### src/rtl/chain_core_relax_pkg.sv
// Shared types and helpers for the chain relaxation core.
//   state_e  : frame FSM states
//   coord_t  : signed coordinate at the default width
//   init_x() : reset x position of node k of a given core
package chain_core_relax_pkg;

  typedef enum logic [1:0] {
    ST_IDLE  = 2'd0,
    ST_SWEEP = 2'd1,
    ST_DONE  = 2'd2
  } state_e;

  localparam int unsigned COORD_W = 32;
  typedef logic signed [COORD_W-1:0] coord_t;

  // Chain-global node index times pitch; callers truncate to their coordinate width.
  function automatic longint init_x(input int unsigned k, input int unsigned core_id,
                                    input int unsigned nodes, input int unsigned spacing);
    return (longint'(k) + (longint'(core_id) - 64'sd1) * longint'(nodes)) * longint'(spacing);
  endfunction

endpackage

### src/rtl/chain_core_relax_if.sv
// Frame handshake, boundary/mouse inputs and packed node outputs of one core.
//   master : drives start/is_last/prev/next/mouse, observes busy/done/nodes
//   slave  : the core side
interface chain_core_relax_if #(
  parameter int unsigned NODES = 5,
  parameter int unsigned W     = 32
);
  logic                  start;
  logic                  is_last;
  logic signed [W-1:0]   prev_x;
  logic signed [W-1:0]   prev_y;
  logic signed [W-1:0]   next_x;
  logic signed [W-1:0]   next_y;
  logic signed [W-1:0]   x_mouse;
  logic signed [W-1:0]   y_mouse;
  logic                  busy;
  logic                  done;
  logic [NODES*W-1:0]    nodes_x;
  logic [NODES*W-1:0]    nodes_y;

  modport master (
    output start, is_last, prev_x, prev_y, next_x, next_y, x_mouse, y_mouse,
    input  busy, done, nodes_x, nodes_y
  );

  modport slave (
    input  start, is_last, prev_x, prev_y, next_x, next_y, x_mouse, y_mouse,
    output busy, done, nodes_x, nodes_y
  );
endinterface

### src/rtl/chain_core_relax_relax.sv
// Single-axis relaxation: r = (p + 2c + n) >>> 2, summed at W+2 bits and
// floored by the arithmetic shift, then truncated back to W bits.
//   p, c, n : previous, current, next coordinate
//   r       : relaxed coordinate
module chain_core_relax_relax #(
  parameter int unsigned W = 32
) (
  input  logic signed [W-1:0] p,
  input  logic signed [W-1:0] c,
  input  logic signed [W-1:0] n,
  output logic signed [W-1:0] r
);
  logic signed [W+1:0] sum;

  always_comb begin
    sum = (W+2)'(p) + ((W+2)'(c) <<< 1) + (W+2)'(n);
    r   = W'(sum >>> 2);
  end
endmodule

### src/rtl/chain_core_relax.sv
// Rope-chain core: NODES nodes relaxed by one shared unit, swept ITER
// Gauss-Seidel passes per frame under a start/done handshake.
//   clk, reset : clock, synchronous active-high reset
//   bus        : chain_core_relax_if slave (start/busy/done, boundaries, mouse, nodes)
// Optional: define CHAIN_CORE_GRAVITY_EN to subtract GRAVITY (saturating) from
// the y of every relaxed non-anchor node.
module chain_core_relax
  import chain_core_relax_pkg::*;
#(
  parameter int unsigned NODES   = 5,
  parameter int unsigned W       = 32,
  parameter int unsigned ITER    = 4,
  parameter int unsigned CORE_ID = 1,
  parameter int unsigned SPACING = 16,
  parameter int unsigned GRAVITY = 1
) (
  input logic              clk,
  input logic              reset,
  chain_core_relax_if.slave bus
);
  localparam int unsigned IDX_W  = (NODES > 1) ? $clog2(NODES) : 1;
  localparam int unsigned PASS_W = (ITER > 1) ? $clog2(ITER) : 1;
  localparam logic [IDX_W-1:0]  LAST_IDX  = IDX_W'(NODES - 1);
  localparam logic [PASS_W-1:0] LAST_PASS = PASS_W'(ITER - 1);
  localparam bit PIN_HEAD = (CORE_ID == 1);

  state_e              state;
  logic [IDX_W-1:0]    idx;
  logic [PASS_W-1:0]   pass;
  logic                busy_q;
  logic                done_q;
  logic                last_l;
  logic signed [W-1:0] prev_x_l, prev_y_l, next_x_l, next_y_l, mouse_x_l, mouse_y_l;
  logic signed [W-1:0] x_q [NODES];
  logic signed [W-1:0] y_q [NODES];

  logic [IDX_W-1:0]    idx_p, idx_n;
  logic signed [W-1:0] p_x, p_y, n_x, n_y, c_x, c_y, rx, ry, y_upd;

  // Neighbour selection: latched boundary values stand in past either end.
  always_comb begin
    idx_p = (idx == '0) ? idx : idx - 1'b1;
    idx_n = (idx == LAST_IDX) ? idx : idx + 1'b1;
    c_x   = x_q[idx];
    c_y   = y_q[idx];
    p_x   = (idx == '0) ? prev_x_l : x_q[idx_p];
    p_y   = (idx == '0) ? prev_y_l : y_q[idx_p];
    n_x   = (idx == LAST_IDX) ? next_x_l : x_q[idx_n];
    n_y   = (idx == LAST_IDX) ? next_y_l : y_q[idx_n];
  end

  chain_core_relax_relax #(.W(W)) u_relax_x (.p(p_x), .c(c_x), .n(n_x), .r(rx));
  chain_core_relax_relax #(.W(W)) u_relax_y (.p(p_y), .c(c_y), .n(n_y), .r(ry));

`ifdef CHAIN_CORE_GRAVITY_EN
  logic [W:0] y_diff;

  // One extra bit exposes overflow; clamp instead of wrapping.
  always_comb begin
    y_diff = {ry[W-1], ry} - (W+1)'(GRAVITY);
    if (y_diff[W] != y_diff[W-1]) begin
      y_upd = y_diff[W] ? {1'b1, {(W-1){1'b0}}} : {1'b0, {(W-1){1'b1}}};
    end else begin
      y_upd = y_diff[W-1:0];
    end
  end
`else
  assign y_upd = ry;
`endif

  // Frame FSM, counters, input latches and node storage.
  always_ff @(posedge clk) begin
    if (reset) begin
      state     <= ST_IDLE;
      idx       <= '0;
      pass      <= '0;
      busy_q    <= 1'b0;
      done_q    <= 1'b0;
      last_l    <= 1'b0;
      prev_x_l  <= '0;
      prev_y_l  <= '0;
      next_x_l  <= '0;
      next_y_l  <= '0;
      mouse_x_l <= '0;
      mouse_y_l <= '0;
      for (int k = 0; k < int'(NODES); k++) begin
        x_q[k] <= W'(init_x(k, CORE_ID, NODES, SPACING));
        y_q[k] <= '0;
      end
    end else begin
      case (state)
        ST_IDLE: begin
          if (bus.start) begin
            last_l    <= bus.is_last;
            prev_x_l  <= bus.prev_x;
            prev_y_l  <= bus.prev_y;
            next_x_l  <= bus.next_x;
            next_y_l  <= bus.next_y;
            mouse_x_l <= bus.x_mouse;
            mouse_y_l <= bus.y_mouse;
            idx       <= '0;
            pass      <= '0;
            busy_q    <= 1'b1;
            state     <= ST_SWEEP;
          end
        end
        ST_SWEEP: begin
          // Mouse tail takes priority over the pinned head when NODES==1.
          if (last_l && (idx == LAST_IDX)) begin
            x_q[idx] <= mouse_x_l;
            y_q[idx] <= mouse_y_l;
          end else if (!(PIN_HEAD && (idx == '0))) begin
            x_q[idx] <= rx;
            y_q[idx] <= y_upd;
          end
          if (idx == LAST_IDX) begin
            idx <= '0;
            if (pass == LAST_PASS) begin
              busy_q <= 1'b0;
              done_q <= 1'b1;
              state  <= ST_DONE;
            end else begin
              pass <= pass + 1'b1;
            end
          end else begin
            idx <= idx + 1'b1;
          end
        end
        ST_DONE: begin
          done_q <= 1'b0;
          state  <= ST_IDLE;
        end
        default: state <= ST_IDLE;
      endcase
    end
  end

  // Pack registered node storage onto the output buses.
  always_comb begin
    bus.nodes_x = '0;
    bus.nodes_y = '0;
    for (int k = 0; k < int'(NODES); k++) begin
      bus.nodes_x[k*W +: W] = x_q[k];
      bus.nodes_y[k*W +: W] = y_q[k];
    end
  end

  assign bus.busy = busy_q;
  assign bus.done = done_q;
endmodule

### src/flat_wrapper.sv
// flat-port wrapper written by rule: the top's interface ports become plain ports
module chain_core_relax_flat import chain_core_relax_pkg::*;
#(
  parameter int unsigned NODES   = 5,
  parameter int unsigned W       = 32,
  parameter int unsigned ITER    = 4,
  parameter int unsigned CORE_ID = 1,
  parameter int unsigned SPACING = 16,
  parameter int unsigned GRAVITY = 1
)
  (clk, reset, bus_start, bus_is_last, bus_prev_x, bus_prev_y, bus_next_x, bus_next_y, bus_x_mouse, bus_y_mouse, bus_busy, bus_done, bus_nodes_x, bus_nodes_y);
  chain_core_relax_if #(.NODES(NODES), .W(W)) bus_i ();
  input logic clk;
  input logic reset;
  input wire logic [$bits(bus_i.start)-1:0] bus_start;
  input wire logic [$bits(bus_i.is_last)-1:0] bus_is_last;
  input wire logic [$bits(bus_i.prev_x)-1:0] bus_prev_x;
  input wire logic [$bits(bus_i.prev_y)-1:0] bus_prev_y;
  input wire logic [$bits(bus_i.next_x)-1:0] bus_next_x;
  input wire logic [$bits(bus_i.next_y)-1:0] bus_next_y;
  input wire logic [$bits(bus_i.x_mouse)-1:0] bus_x_mouse;
  input wire logic [$bits(bus_i.y_mouse)-1:0] bus_y_mouse;
  output wire logic [$bits(bus_i.busy)-1:0] bus_busy;
  output wire logic [$bits(bus_i.done)-1:0] bus_done;
  output wire logic [$bits(bus_i.nodes_x)-1:0] bus_nodes_x;
  output wire logic [$bits(bus_i.nodes_y)-1:0] bus_nodes_y;
  assign bus_i.start = bus_start;
  assign bus_i.is_last = bus_is_last;
  assign bus_i.prev_x = bus_prev_x;
  assign bus_i.prev_y = bus_prev_y;
  assign bus_i.next_x = bus_next_x;
  assign bus_i.next_y = bus_next_y;
  assign bus_i.x_mouse = bus_x_mouse;
  assign bus_i.y_mouse = bus_y_mouse;
  assign bus_busy = bus_i.busy;
  assign bus_done = bus_i.done;
  assign bus_nodes_x = bus_i.nodes_x;
  assign bus_nodes_y = bus_i.nodes_y;
  chain_core_relax #(.NODES(NODES), .W(W), .ITER(ITER), .CORE_ID(CORE_ID), .SPACING(SPACING), .GRAVITY(GRAVITY)) u_core (.clk(clk), .reset(reset), .bus(bus_i));
endmodule
### config.mk
export PLATFORM = sky130hd
export DESIGN_NAME = chain_core_relax_flat
export DESIGN_NICKNAME = d
export VERILOG_FILES = /design/src/rtl/chain_core_relax_pkg.sv /design/src/rtl/chain_core_relax_if.sv /design/src/rtl/chain_core_relax_relax.sv /design/src/rtl/chain_core_relax.sv /design/src/flat_wrapper.sv
export SDC_FILE = /design/constraint.sdc
export NUM_CORES = 2
export LEC_CHECK = 0
export CAP_MARGIN = 25
export CORE_MARGIN = 2
export CORE_UTILIZATION = 50
export CTS_CLUSTER_SIZE = 25
export DETAILED_ROUTE_END_ITERATION = 6
export MAX_ROUTING_LAYER = met4
export PLACE_DENSITY = 0.72
export SLEW_MARGIN = 20
export SYNTH_ARGS = -nofsm -noshare
export SYNTH_HDL_FRONTEND = slang
export SYNTH_HIERARCHICAL = 1
export SYNTH_SLANG_ARGS = --single-unit
### constraint.sdc
create_clock -name clk -period 7.55 [get_ports clk]
set_input_delay 1.1325 -clock clk [delete_from_list [all_inputs] [get_ports clk]]
set_output_delay 1.1325 -clock clk [all_outputs]
set_load 0.02 [all_outputs]
==> impl_metrics.env <==
export IMPL_status="finished, violations left"
export IMPL_violations="DRC"
export IMPL_placed_area_um2=50500
export IMPL_vias=36200
export IMPL_area_delta_synth_final_pct=20.4
export IMPL_clockBufferDepth=3
export IMPL_drt_total_wl_um=157000
export IMPL_yosys_warnings=6
export IMPL_route_detailed_drc=10
export IMPL_comb_power_share_pct=26.9
export IMPL_clock_fmax_mhz=143
export IMPL_ctsResizeCount=0
export IMPL_syn_inst=3905
export IMPL_final_antenna_net_count=0
export IMPL_io_pins=518
export IMPL_power_share_switching_pct=31.3
export IMPL_crit_arrival_ps=7330
export IMPL_yosysMostFrequentCell="nand2_1"
export IMPL_seq_area_um2=19500
export IMPL_worstMarginPinSlew_ps=1390
export IMPL_grt_max_degree=207
export IMPL_cts_clk_slew_worst_paths_ps=70
export IMPL_syn_area_um2=44200
export IMPL_period_minus_slack_ps=6980
export IMPL_seq_area_frac_synth_pct=44.1
export IMPL_synth_cell_types=74
export IMPL_netlist_top_cells_count="631 x nand2_1, 512 x edfxtp_1, 350 x nor2_1, 327 x a21oi_1, 317 x mux4_2"
export IMPL_async_flop_share_pct=0
export IMPL_power_share_sequential_pct=38.9
export IMPL_dieArea_um2=90700
export IMPL_period_share_pct=92.4
export IMPL_tns_ps=0
export IMPL_fin_skew_ps=30.4
export IMPL_power_density_nw_per_um2=217
export IMPL_hold_ws_ps=454
export IMPL_dp_final_hpwl_um=104000
export IMPL_synth_area_top_cells="edfxtp_1 35%, mux4_2 16%, dfxtp_1 9.3%, mux2i_1 5.9%, nand2_1 5.4%"
export IMPL_p_int_mw=7.94
export IMPL_required_ps=7910
export IMPL_hold_viol_final=0
export IMPL_first_pass_iters=7
export IMPL_relSlewSlack_pct=7.17
export IMPL_dominantRegCellSynth="edfxtp_1"
export IMPL_cts_sinks=717
export IMPL_cts_htree_levels=3
export IMPL_gp_congestion=0.949
export IMPL_holdBufCountCts=0
export IMPL_drv_cap=0
export IMPL_drive_above_1_share_pct=15.0
export IMPL_synth_edff_count=512
export IMPL_cts_tree="done"
export IMPL_switchingPower_mw=3.62
export IMPL_io_buffers=517
export IMPL_cp_end_kind="register"
export IMPL_power_leakage_nw=18.4
export IMPL_nets=4605
export IMPL_finalPower_mw=11.6
export IMPL_synth_top_cell_by_area="edfxtp_1"
export IMPL_critical_path_class="reg -> reg"
export IMPL_antenna_found_initial=1
export IMPL_root_buffer="clkbuf_16"
export IMPL_vdd_drop_max_mv=0.182
export IMPL_hp_class="reg -> reg"
export IMPL_final_fill_count=6871
export IMPL_drt_initial_drc_count=5038
export IMPL_die_h_um=301
export IMPL_finalSetupViolations=0
export IMPL_rsz0062_at_grt="false"
export IMPL_initial_utilization_pct=50.7
export IMPL_synthesis_nets=4234
export IMPL_startpoint_type="register"
export IMPL_ys_seq_elements=717
export IMPL_fin_area_um2=53200
export IMPL_syn_avg_cell_area_um2=11.3
export IMPL_row_count=108
export IMPL_cts_buffers=78
export IMPL_track_usage_pct=34.9
export IMPL_clkPwrFrac_pct=34.2
export IMPL_grt_pass1_wl_um=228000
export IMPL_grt_remaining_overflow=0
export IMPL_coreArea_um2=87200
export IMPL_crit_fanout=14
export IMPL_insertion_delay_ps=640
export IMPL_postCtsSetupBuffers=0
export IMPL_multiInputGateArea_um2=23100
export IMPL_wire_per_inst_um=28.5
export IMPL_dieWidth_um=301
export IMPL_slew_viol_final=0
export IMPL_grt_pass1_vias=35500
export IMPL_via_per_inst=6.59
export IMPL_synth_top_area_share_pct=34.8
sequential cells by signal, summed over array words and instances (netlist names), 32 cells and up, named ones only:
signal,cells
u_core/prev_y_l,32
u_core/y_q,256
u_core/mouse_x_l,32
u_core/next_y_l,32
u_core/prev_x_l,32
u_core/next_x_l,32
u_core/mouse_y_l,32
u_core/x_q,256
path summary, 6_finish.rpt:
path	startpoint	endpoint	slack (ps)	depth (start not counted)
max	u_core/idx[0]$_SDFFE_PP0P_	u_core/y_q[6][19]$_DFFE_PP_	570	21
min	u_core/mouse_y_l[3]$_SDFFE_PP0P_	u_core/mouse_y_l[3]$_SDFFE_PP0P_	450	2
max reg2reg	u_core/idx[0]$_SDFFE_PP0P_	u_core/y_q[6][19]$_DFFE_PP_	570	21
min reg2reg	u_core/mouse_y_l[3]$_SDFFE_PP0P_	u_core/mouse_y_l[3]$_SDFFE_PP0P_	450	2
power by group through the flow:
stage	Sequential [mW]	Combinational (mW)	Clock, mW
floorplan	4.58	2.02	0
global placement	4.57	2.98	0
detailed placement	4.58	3.01	0
CTS	4.50	3.04	3.97
global route	4.50	3.31	4.12
finish	4.49	3.11	3.95
per-layer routing:
layer	GRT usage, %	wire [µm]
met5	-	0
met3	7.47	18100
met4	16.6	8460
met2	53.4	73100
met1	44.3	57000
logic make-up after synthesis:
family / count (synthesis) / synth area share, %
AOI/OAI and AO/OA: 733 / 9.85
xor gates and xnor gates: 64 / 1.33
adders and majority gates: 133 / 4.89
buffers and inverters: 408 / 4.11
DFF: 717 / 44.1
muxes: 643 / 23.8
and+or+nand+nor: 1207 / 11.9
layout by cell type (no fill, tap or decap), types with 128 or more instances in the layout:
cell type	instances
dfxtp_1	201
mux4_2	317
o21ai_0	216
nand3b_1	128
nand2_1	625
nor2_1	348
mux2i_1	258
a21oi_1	327
edfxtp_1	512
clkdlybuf4s50_1	516
stage by stage:
stage / setup WS, ps / utilization [%] / instances
after floorplan: 1080 / - / 3905
after global placement: 841 / 57.9 / 5347
after detailed placement: 740 / 57.9 / 5349
after CTS: 689 / 60.9 / 5494
after global routing: 283 / 61.0 / 5497
final: 575 / 61.0 / 5498
critical path, cell delays in order, from the launching register on:
cell and delay [ps]:
dfxtp_1 710, inv_2 230, ha_4 230, nor2b_4 170, xnor2_4 650, buf_4 350, nand2_1 70, a222oi_1 290
nand3b_1 160, inv_1 70, fa_1 500, and3b_1 220, fa_1 480, a21o_1 230, a31o_2 240, a21oi_1 320
a31oi_1 360, o21a_1 350, a21oi_1 200, xnor2_1 160, mux2i_1 530, inv_1 160
final cells by class:
class	count	area share, %
multi-input cells	2780	43.4
flip-flops and latches	717	36.7
repair buffers	611	11.6
clock buffers	105	4.19
well taps	1155	2.72
clock inverters	40	0.777
inverters	88	0.621
diodes	2	0.00941
Power figures use the tool's default switching activity.
